<file path="src/rtl/pb_group_debouncer.sv">
// Push-button conditioner: 2-FF synchroniser, per-channel debounce, press/release
// pulses and a per-group "LEDs off" control that is either toggled or momentary.
module pb_group_debouncer #(
    parameter int N_BTN           = 4,
    parameter int DEBOUNCE_CYCLES = 500000,
    parameter bit TOGGLE_MODE     = 1'b1
) (
    input  logic             clk,
    input  logic             rst_n,
    input  logic [N_BTN-1:0] btn_raw,
    input  logic             group_clr,
    output logic [N_BTN-1:0] btn_level,
    output logic [N_BTN-1:0] btn_press,
    output logic [N_BTN-1:0] btn_release,
    output logic [N_BTN-1:0] group_off
);

    localparam int              CNT_W    = $clog2(DEBOUNCE_CYCLES + 1);
    localparam logic [CNT_W-1:0] CNT_LAST = CNT_W'(DEBOUNCE_CYCLES - 1);
    localparam logic [CNT_W-1:0] CNT_ONE  = CNT_W'(1);
    localparam logic [CNT_W-1:0] CNT_ZERO = CNT_W'(0);

    logic [N_BTN-1:0] sync1_r;
    logic [N_BTN-1:0] sync2_r;
    logic [N_BTN-1:0] level_r;
    logic [N_BTN-1:0] press_r;
    logic [N_BTN-1:0] release_r;
    logic [CNT_W-1:0] cnt_r      [N_BTN];
    logic [CNT_W-1:0] cnt_next_s [N_BTN];
    logic [N_BTN-1:0] accept_s;

    // Two-stage synchroniser; the only logic that sees btn_raw.
    always_ff @(posedge clk or negedge rst_n) begin
        if (!rst_n) begin
            sync1_r <= {N_BTN{1'b0}};
            sync2_r <= {N_BTN{1'b0}};
        end else begin
            sync1_r <= btn_raw;
            sync2_r <= sync1_r;
        end
    end

    // A matching sample restarts the count, so a single bounce sample rejects the edge.
    always_comb begin
        accept_s = {N_BTN{1'b0}};
        for (int k = 0; k < N_BTN; k++) begin
            cnt_next_s[k] = cnt_r[k];
            if (sync2_r[k] == level_r[k]) begin
                cnt_next_s[k] = CNT_ZERO;
            end else if (cnt_r[k] == CNT_LAST) begin
                accept_s[k]   = 1'b1;
                cnt_next_s[k] = CNT_ZERO;
            end else begin
                cnt_next_s[k] = cnt_r[k] + CNT_ONE;
            end
        end
    end

    // Per-channel stability counters.
    always_ff @(posedge clk or negedge rst_n) begin
        if (!rst_n) begin
            for (int k = 0; k < N_BTN; k++) begin
                cnt_r[k] <= CNT_ZERO;
            end
        end else begin
            for (int k = 0; k < N_BTN; k++) begin
                cnt_r[k] <= cnt_next_s[k];
            end
        end
    end

    // Accepted level plus edge pulses registered in the same cycle the level changes.
    always_ff @(posedge clk or negedge rst_n) begin
        if (!rst_n) begin
            level_r   <= {N_BTN{1'b0}};
            press_r   <= {N_BTN{1'b0}};
            release_r <= {N_BTN{1'b0}};
        end else begin
            level_r   <= level_r ^ accept_s;
            press_r   <= accept_s & sync2_r;
            release_r <= accept_s & ~sync2_r;
        end
    end

    assign btn_level   = level_r;
    assign btn_press   = press_r;
    assign btn_release = release_r;

    generate
        if (TOGGLE_MODE) begin : g_toggle
            logic [N_BTN-1:0] goff_r;

            // Each press flips its group; a clear in the same cycle takes priority.
            always_ff @(posedge clk or negedge rst_n) begin
                if (!rst_n) begin
                    goff_r <= {N_BTN{1'b0}};
                end else if (group_clr) begin
                    goff_r <= {N_BTN{1'b0}};
                end else begin
                    goff_r <= goff_r ^ press_r;
                end
            end

            assign group_off = goff_r;
        end else begin : g_momentary
            logic unused_clr;
            assign unused_clr = group_clr;
            assign group_off  = level_r;
        end
    endgenerate

endmodule

</file>
<file path="config.mk">
export PLATFORM = sky130hd
export DESIGN_NAME = pb_group_debouncer
export DESIGN_NICKNAME = d
export VERILOG_FILES = /design/src/rtl/pb_group_debouncer.sv
export SDC_FILE = /design/constraint.sdc
export NUM_CORES = 1
export LEC_CHECK = 0
export ABC_CLOCK_PERIOD_IN_PS = 5100
export CORE_ASPECT_RATIO = 0.75
export CORE_MARGIN = 3
export CORE_UTILIZATION = 40
export DETAILED_ROUTE_END_ITERATION = 12
export GPL_TIMING_DRIVEN = 0
export PLACE_DENSITY = 0.56
export SLEW_MARGIN = 20
export SYNTH_ARGS = -nofsm -noshare
export SYNTH_HDL_FRONTEND = slang
export SYNTH_SLANG_ARGS = --single-unit
</file>
<file path="constraint.sdc">
create_clock -name clk -period 5.1 [get_ports clk]
set_clock_uncertainty 0.1 [all_clocks]
set_input_delay 1.02 -clock clk [delete_from_list [all_inputs] [get_ports clk]]
set_output_delay 1.02 -clock clk [all_outputs]
set_load 0.01 [all_outputs]
</file>
==> results of run 1 <==
==> state kept, by name, summed over array words and instances, names as in the netlist, named ones only <==
| register | cells |
|---|---|
| sync2_r | 4 |
| cnt_r | 76 |
| btn_release | 4 |
| btn_press | 4 |
| group_off | 4 |
| sync1_r | 4 |
==> where the power goes <==
group | leakage, uW | internal (uW) | switching (uW)
Clock | 0.000142 | 382 | 308
Combinational | 0.000582 | 16.3 | 33.6
Sequential | 0.00137 | 803 | 10.8
==> worst reg2reg max path, stage by stage (launching register included) <==
cell,delay (ns)
dfrtp_1,0.39
ha_1,0.23
and4_1,0.31
nand4_1,0.21
o31ai_2,0.58
clkbuf_1,0.46
nor2_1,0.11
==> placed cells by master, fill, tap and decap left out, types with 2 or more instances in the layout <==
cell,n
nor4_1,11
and4_1,6
xnor2_1,35
clkdlybuf4s50_1,21
nand4_1,19
nor2_1,58
mux2_1,4
nor4b_1,2
a21oi_1,19
buf_2,2
o21ai_0,11
inv_1,11
xor2_1,22
and3_1,8
inv_6,2
or3_1,14
clkinvlp_4,2
o31ai_2,3
clkinv_2,2
or4b_1,2
nand2_1,23
and2_1,4
nor3b_1,9
o31ai_1,7
nand3_1,24
ha_1,4
or4_1,12
nor3_1,9
clkbuf_1,6
dfrtp_1,100
clkbuf_16,9
nor4bb_1,2
==> worst paths after layout <==
path	startpoint	depth (start not counted)	to	slack (ns)
max in group asynchronous	rst_n	2	sync2_r[2]$_DFF_PN0_	3.80
max reg2reg	cnt_r[57]$_DFF_PN0_	6	cnt_r[67]$_DFF_PN0_	2.59
min in group asynchronous	rst_n	1	cnt_r[16]$_DFF_PN0_	0.46
max	cnt_r[57]$_DFF_PN0_	6	cnt_r[67]$_DFF_PN0_	2.59
min	sync1_r[3]$_DFF_PN0_	0	sync2_r[3]$_DFF_PN0_	0.25
min reg2reg	sync1_r[3]$_DFF_PN0_	0	sync2_r[3]$_DFF_PN0_	0.25
==> through the flow <==
stage	cell area, um2	total power [uW]	worst slack (ns)	util (%)
floorplan	4550	848	3.05	-
global placement	4940	877	-0.899	44.8
detailed placement	4970	881	2.54	45.1
CTS	5270	1580	2.54	47.8
global route	5270	1630	2.36	47.8
finish	5270	1550	2.59	47.8
==> layer usage <==
layer / GRT usage, % / wire (um)
met2: 22.9 / 3900
met5: 0 / 0
met3: 5.03 / 332
met4: 3.87 / 80
met1: 21.9 / 4560
==> cells by family after synthesis <==
| logic type | count (synthesis) |
|---|---|
| mux | 4 |
| fa+ha+maj | 4 |
| compound gates | 42 |
| flops | 100 |
| xor+xnor | 57 |
| buf+inv | 19 |
| simple gates | 207 |
==> cell type report <==
| cell class | count | share of cell area [%] |
|---|---|---|
| Inverter | 11 | 0.783 |
| Sequential cell | 100 | 47.5 |
| Tap cell | 140 | 3.32 |
| Clock buffer | 9 | 4.27 |
| Multi-Input combinational cell | 314 | 37.4 |
| Buffer | 8 | 0.617 |
| Timing Repair Buffer | 23 | 4.72 |
| Clock inverter | 7 | 1.38 |
==> results.yml, run 1 <==
power:
  p_leak_uw: 0.00209
  power_density_mw_per_mm2: 295
  worst_ir_drop_vdd_mv: 0.175
worst_setup_path:
  cp.required_ns: 5.21
  critPathMaxFanout: 10
  crit_chain: "ha_1, and4_1, nand4_1, o31ai_2, clkbuf_1, nor2_1"
  arrival_ns: 2.62
  cp_top_family: "simple AND/OR/NAND/NOR gates"
  startpoint_type: "flip-flop"
  end_kind: "flip-flop"
  critical_path_class: "flip-flop to flip-flop"
  slowest_stage: "o31ai_2"
  cp.buffers_inverters: 1
  slowest_delay_ns: 0.58
outcome:
  status: "finished, final reports clean"
floorplanning:
  initial_core_util_pct: 41.3
  die_h_um: 98.3
  fp.dieW_um: 129
  fp-row-count: 33
  io_pins: 23
  die-area_mm2: 0.0127
  core-area_mm2: 0.0110
synthesis:
  synth_seq_cells: 100
  synth-xor-area-share_pct: 11.0
  synth_area_leaders: "dfrtp_1 (55%), xnor2_1 (6.7%), nor2_1 (4.8%), xor2_1 (4.2%), nand3_1 (2.6%)"
  synth_edf_count: 0
  ys_top_cells_by_count: "dfrtp_1 (100), nor2_1 (58), xnor2_1 (35)"
  synth_compound_area_share_pct: 5.58
  syn_inst: 433
  synth.distinct_cells: 33
  synth-simple-area-share_pct: 24.7
  async_flop_share_pct: 100
  synth_top_area_share_pct: 55.0
  synth_top_cell_by_area: "dfrtp_1"
  syn_area_mm2: 0.00455
  synth_warnings: 0
  yosysMostFrequentCell: "dfrtp_1"
  synth.avg_cell_area_um2: 10.5
  synth_top_family_by_area: "simple AND/OR/NAND/NOR gates"
  synth_fp_nets: 444
  synth_adder_area_share_pct: 1.10
  synth.area.mux_share_pct: 0.990
  seq_area_frac_synth_pct: 55.0
  synth_ff_type: "dfrtp_1"
place:
  place_congestion: 0.755
  dpl.cell_count: 596
  hpwl_um: 6020
  numPortBuffers: 22
clocking:
  root_buffer: "clkbuf_16"
  cts.htree.levels: 3
  insertion_delay_ns: 0.34
  cts_num_sinks: 100
  post-cts-setup-buffer-count: 0
  cts_resized: 0
  cts_hold_buf: 0
  cts_tree: "built"
  cts_made_buffers: 9
  clk_pin_slew_ns: 0.07
  clockBufferDepth: 2
route:
  dr.pass1.iters: 4
  vias: 3234
  routed_wl_um: 8870
  viasPerCell: 5.28
  drt-wirelength-per-cell_um: 14.5
  drt_iter0_drc: 169
  antenna_left: 0
  remaining_drc_errors: 0
grt:
  grt_max_degree: 68
  overflow: 0
  antenna_found_initial: 0
  grtUsageTotal_pct: 15.4
  grt_pass1_vias: 3243
  grt_first_pass_wirelength_um: 15600
sta:
  holdWs_ns: 0.254
  max_slew.worst_pin.slew_ns: 0.668
  max_slew_margin_pct: 55.1
  drv_slew: 0
  rsz0062_at_grt: "false"
  fin_crit_sh_pct: 49.2
  period_needed_ns: 2.51
  setup_violations: 0
  timing.setup.tns_ns: 0
  hold_viol: 0
  fmax_ghz: 0.398
final_layout:
  nets: 478
  n_antenna_cell: 0
  fillerInstances: 997
  area_growth_pct: 15.9
  stdcell_count: 612
  multi_input_area_mm2: 0.00197
  ff_latch_area_mm2: 0.00250
  drive_above_1_share_pct: 5.51
hold_path:
  hp-class: "flip-flop to flip-flop"
flow_run:
  max-cap-violations: 0
No activity file was read; power rests on OpenSTA's default activity.
==> run 2: changes to the inputs <==
ABC_CLOCK_PERIOD_IN_PS = 2300   (was 5100)
PLACE_DENSITY = 0.58   (was 0.56)
clock period = 2.3 ns   (was 5.1 ns; I/O delays follow)
==> run 2 against run 1 <==
Hold slack worse by 0.0046 ns. Maximum frequency rose by 16%. Die area stayed put. Combinational power increased by 130%.
==> results.yml, run 2 (synthesis gave the netlist of run 1 again) <==
sta:
  hold_viol: 0
  fmax_ghz: 0.463
  rsz0062_at_grt: "false"
  holdWs_ns: 0.249
  timing.setup.tns_ns: 0
  max_slew_margin_pct: 60.7
  layout_setup_ws_ns: 0.142
  fin_crit_sh_pct: 93.8
  setup_violations: 0
  period_needed_ns: 2.16
  max_slew.worst_pin.slew_ns: 0.584
  drv_slew: 0
grt:
  overflow: 0
  antenna_found_initial: 0
  grt_first_pass_wirelength_um: 14900
  grtUsageTotal_pct: 14.6
  grt_pass1_vias: 3080
  grt_max_degree: 61
floorplanning:
  fp.dieW_um: 129
  core-area_mm2: 0.0110
  fp-row-count: 33
  die_h_um: 98.3
  die-area_mm2: 0.0127
  io_pins: 23
  initial_core_util_pct: 41.3
final_layout:
  ff_latch_area_mm2: 0.00250
  layout_common_cells: "dfrtp_1 (100), nor2_1 (58), xnor2_1 (35)"
  nets: 480
  fillerInstances: 1010
  post-route-util_pct: 48.6
  area_growth_pct: 17.8
  stdcell_count: 614
  largest_register_ff_count: 76
  drive_above_1_share_pct: 6.96
  final_common_cell: "dfrtp_1"
  n_antenna_cell: 0
  multi_input_area_mm2: 0.00202
  regMostFlops: "cnt_r"
route:
  vias: 3276
  routed_wl_um: 8580
  viasPerCell: 5.34
  antenna_left: 0
  drt_iter0_drc: 161
  drt-wirelength-per-cell_um: 14.0
  dr.pass1.iters: 4
  remaining_drc_errors: 0
worst_setup_path:
  cp.required_ns: 2.43
  worstSetupStartpoint: "cnt_r[61]$_DFF_PN0_"
  critPathMaxFanout: 7
  ff2ff_path_depth: 5
  worst-r2r-setup-slack_ns: 0.14
  critical_path_class: "flip-flop to flip-flop"
  r2r_start: "cnt_r[61]$_DFF_PN0_"
  startpoint_type: "flip-flop"
  end_kind: "flip-flop"
  arrival_ns: 2.29
clocking:
  clockBufferDepth: 2
  insertion_delay_ns: 0.34
  root_buffer: "clkbuf_16"
  cts_num_sinks: 100
  cts_made_buffers: 9
  cts.htree.levels: 3
  cts_tree: "built"
  clk_pin_slew_ns: 0.06
power:
  power_density_mw_per_mm2: 649
  seqPwrFrac_pct: 51.9
  clock_power_share_pct: 44.8
  p_int_uw: 2760
  power_frac_comb_pct: 3.3
  worst_ir_drop_vdd_mv: 0.364
  switching_power_uw: 722
  switching_share_pct: 20.8
  p_leak_uw: 0.00213
place:
  dpl.cell_count: 596
  place_ws_ns: -0.266
  hpwl_um: 5870
  numPortBuffers: 22
  place_congestion: 0.779
outcome:
  status: "finished, final reports clean"
flow_run:
  max-cap-violations: 0
hold_path:
  hp-class: "flip-flop to flip-flop"
run 2: through the flow:
step                power, uW  area [um2]
global placement         1950        4940
global route             3640        5360
finish                   3480        5360
floorplan                1880        4550
detailed placement       1950        4970
CTS                      3530        5320
run 2: how the worst min path moves through the flow:
stage                                 endpoint                 start  depth (start not counted)
after global routing      sync2_r[3]$_DFF_PN0_  sync1_r[3]$_DFF_PN0_                          0
after detailed placement  sync2_r[3]$_DFF_PN0_  sync1_r[3]$_DFF_PN0_                          0
final                     sync2_r[3]$_DFF_PN0_  sync1_r[3]$_DFF_PN0_                          0
after global placement    sync2_r[1]$_DFF_PN0_  sync1_r[1]$_DFF_PN0_                          0
after floorplan                      async pin                 rst_n                          0
after CTS                 sync2_r[3]$_DFF_PN0_  sync1_r[3]$_DFF_PN0_                          0
run 2: final cells by class:
class	instances	share of cell area (%)
Clock buffer	13	5.05
Clock inverter	3	0.818
Inverter	11	0.771
Multi-Input combinational cell	314	37.7
Buffer	8	0.677
Tap cell	140	3.27
Timing Repair Buffer	25	4.98
Sequential cell	100	46.7
run 2: power by group through the flow:
stage,registers (uW),logic (uW),clock network (uW)
after global routing,1810,134,1700
after global placement,1840,106,0
after detailed placement,1840,113,0
after CTS,1810,118,1610
final,1810,116,1560
after floorplan,1830,45.7,0
run 2: worst max-delay path: stages, from the launching register on:
cell and delay, ns:
dfrtp_1 0.33, clkbuf_1 0.27, and4_2 0.33, nand4_1 0.23, or3_4 0.48, mux2_1 0.31
run 2: layer usage:
metal / wire length, um / vias to the layer above / track usage [%]
met1: 4460 / 1613 / 22.1
met3: 268 / 6 / 5.08
met2: 3780 / 37 / 20.1
met5: 0 / - / 0
li1: - / 1620 / -
met4: 71 / 0 / 3.15
run 2: timing repair:
item	4_1_cts	5_1_grt
pin swaps	0	1
endpoints found under the hold margin	40	0
resized for setup	4	9
setup buffers	0	1
setup endpoints to repair	24	44
hold buffers	1	0
